==> config.mk <==
export PLATFORM = sky130hd
export DESIGN_NAME = multicycle_controller_flat
export DESIGN_NICKNAME = d
export VERILOG_FILES = /design/src/rtl/multicycle_controller_if.sv /design/src/rtl/multicycle_controller.sv /design/src/flat_wrapper.sv
export SDC_FILE = /design/constraint.sdc
export NUM_CORES = 1
export LEC_CHECK = 0
export CORE_UTILIZATION = 42
export DETAILED_ROUTE_END_ITERATION = 12
export HOLD_SLACK_MARGIN = 0.06
export MAX_ROUTING_LAYER = met4
export PLACE_DENSITY_LB_ADDON = 0.2
export SLEW_MARGIN = 5
export SYNTH_ARGS = -nofsm -noshare
export SYNTH_HDL_FRONTEND = slang
export SYNTH_SLANG_ARGS = --single-unit
==> constraint.sdc <==
create_clock -name clk -period 1.6 [get_ports clk]
set_input_delay 0.32 -clock clk [delete_from_list [all_inputs] [get_ports clk]]
set_output_delay 0.32 -clock clk [all_outputs]
set_load 0.01 [all_outputs]
==> src/rtl/multicycle_controller_if.sv <==
// multicycle_controller_if: control/status bundle between the multicycle controller and its datapath
interface multicycle_controller_if;
  logic [15:0] IRout;
  logic        zero;
  logic        mem_ready;
  logic [2:0]  Mux1_alu_B;
  logic [2:0]  Mux2_alu_A;
  logic [1:0]  Mux3_RF_wen;
  logic [1:0]  ALU_op;
  logic        CZen;
  logic        wIR;
  logic        wT1;
  logic        wtmpA;
  logic        memRead;
  logic        memWrite;
  logic        pc_inc;
  logic        pc_load;
  logic [2:0]  counter;
  logic        mem_timeout;
  modport master (
    input  IRout, zero, mem_ready,
    output Mux1_alu_B, Mux2_alu_A, Mux3_RF_wen, ALU_op, CZen, wIR, wT1, wtmpA,
           memRead, memWrite, pc_inc, pc_load, counter, mem_timeout
  );
  modport slave (
    output IRout, zero, mem_ready,
    input  Mux1_alu_B, Mux2_alu_A, Mux3_RF_wen, ALU_op, CZen, wIR, wT1, wtmpA,
           memRead, memWrite, pc_inc, pc_load, counter, mem_timeout
  );
endinterface

==> src/rtl/multicycle_controller.sv <==
// multicycle_controller: FSM sequencing one RISC instruction over several cycles
module multicycle_controller #(
  parameter int MEM_WAIT_MAX = 15
) (
  input logic                    clk,
  input logic                    reset,
  multicycle_controller_if.master bus
);
  localparam int WW = $clog2(MEM_WAIT_MAX + 1);
  typedef enum logic [3:0] {
    FETCH, DECODE, EXEC_R, EXEC_I, LHI, ADDR, MEM_RD, MEM_WR,
    MULTI_INIT, MULTI, MULTI_INC, BEQ, BR, JMP
  } state_t;
  state_t        state, state_n;
  logic [2:0]    counter, counter_n;
  logic [WW-1:0] wait_cnt;
  logic          timeout_r;
  logic [3:0]    op;
  logic          mask_bit, mem_state, to, rdy;
  logic [2:0]    a, b;
  logic [1:0]    rf, aop;
  logic          czen, wir, wt1, wta, mrd, mwr, pinc, pld;
  logic          unused;
  assign op       = bus.IRout[15:12];
  assign unused   = ^{bus.IRout[11:8], bus.IRout[1:0]};
  // LM/SM walk the mask from IR[7] down to IR[0]
  assign mask_bit  = bus.IRout[3'd7 - counter];
  assign mem_state = state == FETCH || state == MEM_RD || state == MEM_WR || (state == MULTI && mask_bit);
  assign to        = mem_state && wait_cnt == WW'(MEM_WAIT_MAX);
  assign rdy       = mem_state && !to && bus.mem_ready;
  always_ff @(posedge clk or posedge reset)
    if (reset) begin
      state     <= FETCH;
      counter   <= '0;
      wait_cnt  <= '0;
      timeout_r <= 1'b0;
    end else begin
      state     <= state_n;
      counter   <= counter_n;
      wait_cnt  <= (!mem_state || rdy || to) ? '0 : wait_cnt + WW'(1);
      timeout_r <= timeout_r | to;
    end
  always_comb begin
    state_n   = state;
    counter_n = counter;
    a         = '0;
    b         = '0;
    rf        = '0;
    aop       = '0;
    {czen, wir, wt1, wta, mrd, mwr, pinc, pld} = '0;
    case (state)
      FETCH: begin
        mrd     = !to;
        wir     = rdy;
        pinc    = rdy;
        state_n = rdy ? DECODE : FETCH;
      end
      DECODE: case (op)
        4'b0000, 4'b0010: state_n = EXEC_R;
        4'b0001:          state_n = EXEC_I;
        4'b0011:          state_n = LHI;
        4'b0100, 4'b0101: state_n = ADDR;
        4'b0110, 4'b0111: state_n = MULTI_INIT;
        4'b1000, 4'b1001: state_n = JMP;
        4'b1100:          state_n = BEQ;
        default:          state_n = FETCH;
      endcase
      EXEC_R: begin
        a       = 3'd5;
        b       = 3'd2;
        aop     = op == 4'b0010 ? 2'b01 : 2'b00;
        czen    = 1'b1;
        rf      = 2'd2;
        state_n = FETCH;
      end
      EXEC_I: begin
        a       = 3'd5;
        b       = 3'd3;
        czen    = 1'b1;
        rf      = 2'd1;
        state_n = FETCH;
      end
      LHI: begin
        a       = 3'd2;
        rf      = 2'd1;
        state_n = FETCH;
      end
      ADDR: begin
        a       = 3'd5;
        b       = 3'd3;
        wt1     = 1'b1;
        state_n = op[0] ? MEM_WR : MEM_RD;
      end
      MEM_RD: begin
        mrd     = !to;
        rf      = rdy ? 2'd1 : 2'd0;
        czen    = rdy;
        state_n = (rdy || to) ? FETCH : MEM_RD;
      end
      MEM_WR: begin
        mwr     = !to;
        state_n = (rdy || to) ? FETCH : MEM_WR;
      end
      MULTI_INIT: begin
        a         = 3'd5;
        wta       = 1'b1;
        counter_n = '0;
        state_n   = MULTI;
      end
      MULTI: begin
        mrd       = mask_bit && !op[0] && !to;
        mwr       = mask_bit && op[0] && !to;
        rf        = (rdy && !op[0]) ? 2'd3 : 2'd0;
        counter_n = mask_bit ? counter : counter + 3'd1;
        state_n   = to ? FETCH : mask_bit ? (rdy ? MULTI_INC : MULTI) : (counter == 3'd7 ? FETCH : MULTI);
      end
      MULTI_INC: begin
        a         = 3'd6;
        b         = 3'd1;
        wta       = 1'b1;
        counter_n = counter + 3'd1;
        state_n   = counter == 3'd7 ? FETCH : MULTI;
      end
      BEQ: begin
        a       = 3'd5;
        b       = 3'd2;
        aop     = 2'b10;
        state_n = bus.zero ? BR : FETCH;
      end
      BR: begin
        a       = 3'd3;
        pld     = 1'b1;
        state_n = FETCH;
      end
      JMP: begin
        a       = op[0] ? 3'd0 : 3'd4;
        b       = op[0] ? 3'd2 : 3'd0;
        rf      = 2'd1;
        pld     = 1'b1;
        state_n = FETCH;
      end
      default: state_n = FETCH;
    endcase
    // reset is asynchronous, so the strobes must drop without waiting for a clock
    if (reset) {a, b, rf, aop, czen, wir, wt1, wta, mrd, mwr, pinc, pld} = '0;
  end
  assign bus.Mux2_alu_A  = a;
  assign bus.Mux1_alu_B  = b;
  assign bus.Mux3_RF_wen = rf;
  assign bus.ALU_op      = aop;
  assign bus.CZen        = czen;
  assign bus.wIR         = wir;
  assign bus.wT1         = wt1;
  assign bus.wtmpA       = wta;
  assign bus.memRead     = mrd;
  assign bus.memWrite    = mwr;
  assign bus.pc_inc      = pinc;
  assign bus.pc_load     = pld;
  assign bus.counter     = counter;
  assign bus.mem_timeout = timeout_r;
endmodule

==> src/flat_wrapper.sv <==
// flat-port wrapper written by rule: the top's interface ports become plain ports
module multicycle_controller_flat 
#(
  parameter int MEM_WAIT_MAX = 15
)
  (clk, reset, bus_IRout, bus_zero, bus_mem_ready, bus_Mux1_alu_B, bus_Mux2_alu_A, bus_Mux3_RF_wen, bus_ALU_op, bus_CZen, bus_wIR, bus_wT1, bus_wtmpA, bus_memRead, bus_memWrite, bus_pc_inc, bus_pc_load, bus_counter, bus_mem_timeout);
  multicycle_controller_if bus_i ();
  input logic clk;
  input logic reset;
  input wire logic [$bits(bus_i.IRout)-1:0] bus_IRout;
  input wire logic [$bits(bus_i.zero)-1:0] bus_zero;
  input wire logic [$bits(bus_i.mem_ready)-1:0] bus_mem_ready;
  output wire logic [$bits(bus_i.Mux1_alu_B)-1:0] bus_Mux1_alu_B;
  output wire logic [$bits(bus_i.Mux2_alu_A)-1:0] bus_Mux2_alu_A;
  output wire logic [$bits(bus_i.Mux3_RF_wen)-1:0] bus_Mux3_RF_wen;
  output wire logic [$bits(bus_i.ALU_op)-1:0] bus_ALU_op;
  output wire logic [$bits(bus_i.CZen)-1:0] bus_CZen;
  output wire logic [$bits(bus_i.wIR)-1:0] bus_wIR;
  output wire logic [$bits(bus_i.wT1)-1:0] bus_wT1;
  output wire logic [$bits(bus_i.wtmpA)-1:0] bus_wtmpA;
  output wire logic [$bits(bus_i.memRead)-1:0] bus_memRead;
  output wire logic [$bits(bus_i.memWrite)-1:0] bus_memWrite;
  output wire logic [$bits(bus_i.pc_inc)-1:0] bus_pc_inc;
  output wire logic [$bits(bus_i.pc_load)-1:0] bus_pc_load;
  output wire logic [$bits(bus_i.counter)-1:0] bus_counter;
  output wire logic [$bits(bus_i.mem_timeout)-1:0] bus_mem_timeout;
  assign bus_i.IRout = bus_IRout;
  assign bus_i.zero = bus_zero;
  assign bus_i.mem_ready = bus_mem_ready;
  assign bus_Mux1_alu_B = bus_i.Mux1_alu_B;
  assign bus_Mux2_alu_A = bus_i.Mux2_alu_A;
  assign bus_Mux3_RF_wen = bus_i.Mux3_RF_wen;
  assign bus_ALU_op = bus_i.ALU_op;
  assign bus_CZen = bus_i.CZen;
  assign bus_wIR = bus_i.wIR;
  assign bus_wT1 = bus_i.wT1;
  assign bus_wtmpA = bus_i.wtmpA;
  assign bus_memRead = bus_i.memRead;
  assign bus_memWrite = bus_i.memWrite;
  assign bus_pc_inc = bus_i.pc_inc;
  assign bus_pc_load = bus_i.pc_load;
  assign bus_counter = bus_i.counter;
  assign bus_mem_timeout = bus_i.mem_timeout;
  multicycle_controller #(.MEM_WAIT_MAX(MEM_WAIT_MAX)) u_core (.clk(clk), .reset(reset), .bus(bus_i));
endmodule
# == Yosys cells after proc, flatten, opt, wreduce, memory -nomap -nowiden ==
# Memories as Yosys holds them, arrays and structs flattened.
# Index checks and enable logic that the tools add are counted.
# totals
rom_bits,64
ff_bits,12
wordCells,98
memories,1
input_bits,20
# mem_list
name,depth,word_bits,rd,rd_clocked_by_memory_dff,write_ports,line,source
(name not given),16,4,1,0,0,multicycle_controller.sv:58,DECODE: case (op)
# classes
order_cmp,1
addsub,3
eq_ne,17
bitwise_logic,1
n_reduce_logical,29
mux,42
# ops
cell,count
$pmux W4 S9,1
$eq A4 B4 Y1 const B,7
$mux W4,5
$mux W3,6
$eq A4 B3 Y1 const B,4
$mux W1,16
$pmux W3 S5,1
$eq A4 B2 Y1 const B,3
$pmux W3 S4,1
$reduce_or A2 Y1,6
$mux W2,5
$logic_and A1 B1 Y1,9
$pmux W3 S3,1
$pmux W2 S4,1
$logic_or A1 B1 Y1,6
$pmux W1 S2,3
$lt A3 B5 Y1 const B,1
$reduce_or A5 Y1,1
$add A4 B1 Y4 const B,1
$eq A4 B1 Y1 const B,1
$logic_not A4 Y1,1
$pmux W2 S2,1
$add A3 B1 Y3 const B,1
$bmux W1 S3,1
8 further kinds,10

# == Logic depth before layout (Yosys ltp) ==
# depth
depth_word,13
ltp_mapped,7

# == Worst setup path before layout ==
# Ideal clock, no wire load.
# synth_timing
path_type,register to output
from,register u_core.wait_cnt[0]
to,output port bus_wIR
path_stages_with_launch,6
t_required_ns,1.280
setup_slack_ns,-0.391
t_arrival_ns,1.671
path_cell_list,dfrtp_1 ha_1 nand3_1 nand2_1 nor4b_1 buf_4
# synth_between
elab_chain_cells,7
# synth_rtl
item,line,source
start: declaration,multicycle_controller.sv:16,logic [WW-1:0] wait_cnt;
start signal: assignment,multicycle_controller.sv:40,wait_cnt <= (!mem_state || rdy || to) ? '0 : wait_cnt + WW'(1);
$eq A4 B4 Y1,multicycle_controller.sv:29,assign to = mem_state && wait_cnt == WW'(MEM_WAIT_MAX);
$logic_and A1 B1 Y1,multicycle_controller.sv:29,
$logic_not A1 Y1,multicycle_controller.sv:30,assign rdy = mem_state && !to && bus.mem_ready;
$logic_and A1 B1 Y1 (2 in series),multicycle_controller.sv:30,
$mux W1 (2 in series),--,
end: declaration,flat_wrapper.sv:18,output wire logic [$bits(bus_i.wIR)-1:0] bus_wIR;
# No other way between the ends.

# == Final worst setup path ==
# layout_timing
from,"register u_core.counter[0], in the netlist u_core.bus.counter[0]"
to,output port bus_memWrite
# layout_between
elab_chain_cells,10
elab_cells_between_ends,11
cone_classes,add/sub (1); mux (4); reduce/logical (6)
# layout_rtl
item,line,source
start: declaration,multicycle_controller.sv:15,"logic [2:0] counter, counter_n;"
start signal: assignment,multicycle_controller.sv:39,counter <= counter_n;
$sub A3 B3 Y3 (*),multicycle_controller.sv:27,assign mask_bit = bus.IRout[3'd7 - counter];
$bmux W1 S3 (*),multicycle_controller.sv:27,
$mux W1 (implied by the code) (*),multicycle_controller.sv:27,
$logic_and A1 B1 Y1,multicycle_controller.sv:28,assign mem_state = state == FETCH || state == MEM_RD || state == MEM_WR || (state == MULTI && mask_bit);
$logic_or A1 B1 Y1,multicycle_controller.sv:28,
$logic_and A1 B1 Y1,multicycle_controller.sv:29,
$logic_not A1 Y1,"multicycle_controller.sv:101, multicycle_controller.sv:112",
$logic_and A1 B1 Y1,multicycle_controller.sv:112,mwr = mask_bit && op[0] && !to;
$pmux W1 S2 (*),multicycle_controller.sv:51,case (state)
$mux W1 (*),multicycle_controller.sv:145,"if (reset) {a, b, rf, aop, czen, wir, wt1, wta, mrd, mwr, pinc, pld} = '0;"
end: declaration,flat_wrapper.sv:22,output wire logic [$bits(bus_i.memWrite)-1:0] bus_memWrite;
# Every way passes the cells marked *; elsewhere a longest branch is shown, timed or not. The select of a mux whose other input is x is not followed.

==> impl_summary.md <==
Timing
The worst-case clock skew is 0.00672 ns. The timing-limited maximum frequency is 0.423 GHz. The number of slew-limit violations in the final report is 0.

The clock period minus final worst setup slack is 2.36 ns. Across all setup checks in the final design, the least slack found is -0.762 ns. The final-layout setup total negative slack is -10.0 ns. The final critical path takes up 148% of the cycle. Setup repair after global routing could not meet its margin everywhere. Setup violations remaining at the end of the flow were counted as 28. Headroom to the max-slew limit came out at 64.4%. The hold violation count in the final report was 0. The transition time at the pin with the least slew margin is 0.520 ns.

Placed design
The cell count after placement is 296. At the end of routability-driven placement, the weighted congestion stood at 0.890. The count of port buffers added during placement is 36. Before CTS, the worst setup slack after placement is -0.964 ns.

Once detailed placement completed, the half-perimeter wirelength came to 3580 µm.

Synthesis
The area share of the largest cell type after synthesis is 22.5%. The area of the mapped netlist is 1340 µm². The xor and xnor fraction of the mapped netlist area is 1.31%.

The leading cell type by number of instances after synthesis is nand2_1. The async set-or-reset flop fraction in the synthesized netlist is 100%. After synthesis, the share of cell area in mux cells is 4.12%.

Sorting the synthesized cells by area gives the leading types as dfrtp_1 (22%), nand2_1 (5.9%), a21oi_1 (4.9%), nor3_1 (4.1%), nor2_1 (3.9%). The combinational family with the most area after synthesis is simple AND/OR/NAND/NOR gates. The number of flops mapped to enable cells by yosys is 0. Synthesis produced a netlist with a net count of 198. The post-synthesis cell type count is 56. The mean instance size in the synthesized netlist is 7.63 µm². After Yosys synthesis, and, or, nand and nor cells account for 34.4% of the synthesized area. Synthesis handed over a netlist of 175 instances. The synthesized netlist devotes 27.5% of its cell area to compound gates.

In the synthesized netlist, the cells that appear most often are nand2_1 (21), nor2_1 (14), a21oi_1 (13). The adder-cell share of the synthesized area is 2.81%. The total number of yosys warnings is 0.

The sequential area share after synthesis is 22.5%. Synthesis inferred 12 register bits. Among all flip-flop cells after synthesis, the most frequent one is dfrtp_1. The largest area contributor in the netlist is dfrtp_1.

Die
The area of the core is 3030 µm². Measured along the y axis, the die boundary spans 58.4 µm. After floorplanning, the core was divided into 20 placement rows. The top-level port count is 42.

The initial core utilization is 44.1%. The die area is 3410 µm². The die extent in x is 58.4 µm.

Clocking
The number of clock buffers added by TritonCTS is 3. The root buffer cell chosen for the clock tree is clkbuf_4. In this run the number of H-tree levels came out at 1. Clock latency on the worst-skew pair, taken at its later pin, is 0.29 ns. TritonCTS built the clock tree.

The clock sink count is 12. The deepest clock path buffer count is 2. Clock-pin slew was measured on the worst setup and hold paths at 0.09 ns.

GRT
The via count of the first global-routing pass is 2020. The maximum number of pins on one net before global-route repair is 13. The initial antenna violation count came to 0. The met1 global-route usage is 41.1%. The total congestion overflow is 0. met2 is the most crowded layer. The global-route usage over all layers is 37.8%. In the global route stage, met2 resource usage came out at 66.3%.

The met3 track demand over resource is 6.15%. The global-route wire length before repair is 9440 µm.

Min path
The worst hold path belongs to the class in -> async.

Setup path
At the worst endpoint, the required time is 1.28 ns. The cell occurring most often along the worst timing path is buf_6. The beginning of the critical path is u_core.bus.counter[0]$_DFFE_PP0P_.

The data arrival time of the worst path is 2.04 ns. The worst-case register-to-register setup slack is -0.38 ns. The critical path in this run is classified as reg -> out.

The peak fanout along the critical path is 5. STA classifies the critical path startpoint as a register. The delay of the slowest cell on the worst path is 0.41 ns. The critical path goes through buf_6, buf_6, mux2i_2, nand3b_1, nand4b_4, buf_6, o22a_1, nor3_2, buf_2. The worst setup path is captured at an output port. The cell type of the slowest stage on the worst timing path is dfrtp_1.

The worst reg2reg path startpoint is u_core.state[2]$_DFF_PP0_.

Drt
The detailed-routing iteration count for the pre-antenna-repair pass is 5. Dividing the detail-routed wire length by the instance count gives 24.0 µm. The average vias per placed instance is 6.56. The via total after detailed routing is 2217. Summed over all layers, the routed wires come to 8110 µm.

Once detail routing completed, the nets flagged for antenna violations numbered 0. In the routed design, unresolved DRC markers number 0. For this block, the initial DRC count from the detailed router was 303.

Power
Summed over all cells, the static leakage comes to 1.29 nW. The power per cell area is 1940 nW/µm². IR analysis of the VDD net gives a maximum drop of 1180 µV.

Cells and area
The area growth from synthesis to layout is 116%. After filler insertion, the fill cell instance count of the layout stands at 84. For this run, the share of the core covered by cells in the final layout is 95.1%. The share of cells above drive strength 1 is 62.2%. The layout net count is 318. 0 antenna diodes ended up in the layout. The count of cells in the finished layout, fillers not included, comes to 338.

Outcome
The flow ran to the end, but the final reports show violations. The checks that failed: negative setup slack.

Flow run
The count of maximum capacitance violations is 0.
-- critical path: cells and delay by family (launching register included) --
family | cells | cell delay, ns
DFF | 1 | 0.41
and+or+nand+nor | 3 | 0.40
AOI/OAI and AO/OA | 1 | 0.21
muxes | 1 | 0.15
buffers and inverters | 4 | 0.56
-- power breakdown --
part	internal (mW)	switching (mW)	total (mW)
sequential	0.419	0.140	0.559
combinational	2.43	2.35	4.77
clock	0.139	0.127	0.266
-- sequential cells by signal, indices dropped and copies added, names as in the netlist --
register / cells
u_core.state: 4
u_core.bus.mem_timeout: 1
u_core.wait_cnt: 4
u_core.bus.counter: 3
-- cell usage in the layout (no fill, tap or decap), types with 4 or more instances in the layout --
cell type         n
buf_4            59
buf_6            29
nand2_1          18
buf_2            16
clkdlybuf4s50_1  15
nor2_1           11
nor3_2            9
dfrtp_1           7
a21oi_1           6
a21oi_2           6
dfrtp_2           5
nand2b_4          4
nor3_4            4
a31oi_1           4
o221ai_2          4
buf_12            4
-- through the flow --
| step | hold slack [ns] | instance area (µm²) | total power, mW |
|---|---|---|---|
| floorplan | 0.190 | 1390 | 2.08 |
| global placement | 0.474 | 2160 | 3.22 |
| detailed placement | 0.467 | 2160 | 3.32 |
| CTS | 0.339 | 2610 | 4.51 |
| global route | 0.372 | 2880 | 5.77 |
| finish | 0.365 | 2880 | 5.60 |
-- routing by layer --
metal,vias to the layer above,routed length [µm]
li1,883,-
met1,1049,2950
met2,230,3860
met3,55,875
met4,0,427
met5,-,0
-- repair_timing --
item	in CTS	in global routing
setup endpoints to repair	30	29
cloned	0	0
hold buffers	0	0
buffers inserted	25	18
gates resized for setup	149	34
pin swaps	23	21
-- cells by family (layout without fill, tap and decap cells) --
logic type	Yosys count	count (layout)
muxes	5	5
other	1	1
buffers and inverters	19	138
AOI/OAI and AO/OA	51	51
and+or+nand+nor	82	82
DFF	12	12
xor gates and xnor gates	2	2
adders and majority gates	3	3
-- cell type report --
cell class	count	area [µm²]	share of cell area (%)
tap	44	55.1	1.91
multi-input combinational	144	1300	45.2
sequential	12	307	10.6
clock buffer	4	36.3	1.26
timing repair buffer	130	1160	40.3
inverter	4	17.5	0.608
-- final timing paths --
| kind | endpoint | cells past startpoint |
|---|---|---|
| worst max-delay path | bus_memWrite | 9 |
| worst min-delay path | u_core.bus.counter[1]$_DFFE_PP0P_ | 4 |
| worst max register to register | u_core.bus.counter[0]$_DFFE_PP0P_ | 11 |
| worst min register to register | u_core.bus.mem_timeout$_DFF_PP0_ | 1 |
| max in group asynchronous | u_core.state[2]$_DFF_PP0_ | 4 |
| min in group clk | u_core.bus.mem_timeout$_DFF_PP0_ | 1 |
(Power assumes the default switching activity.)
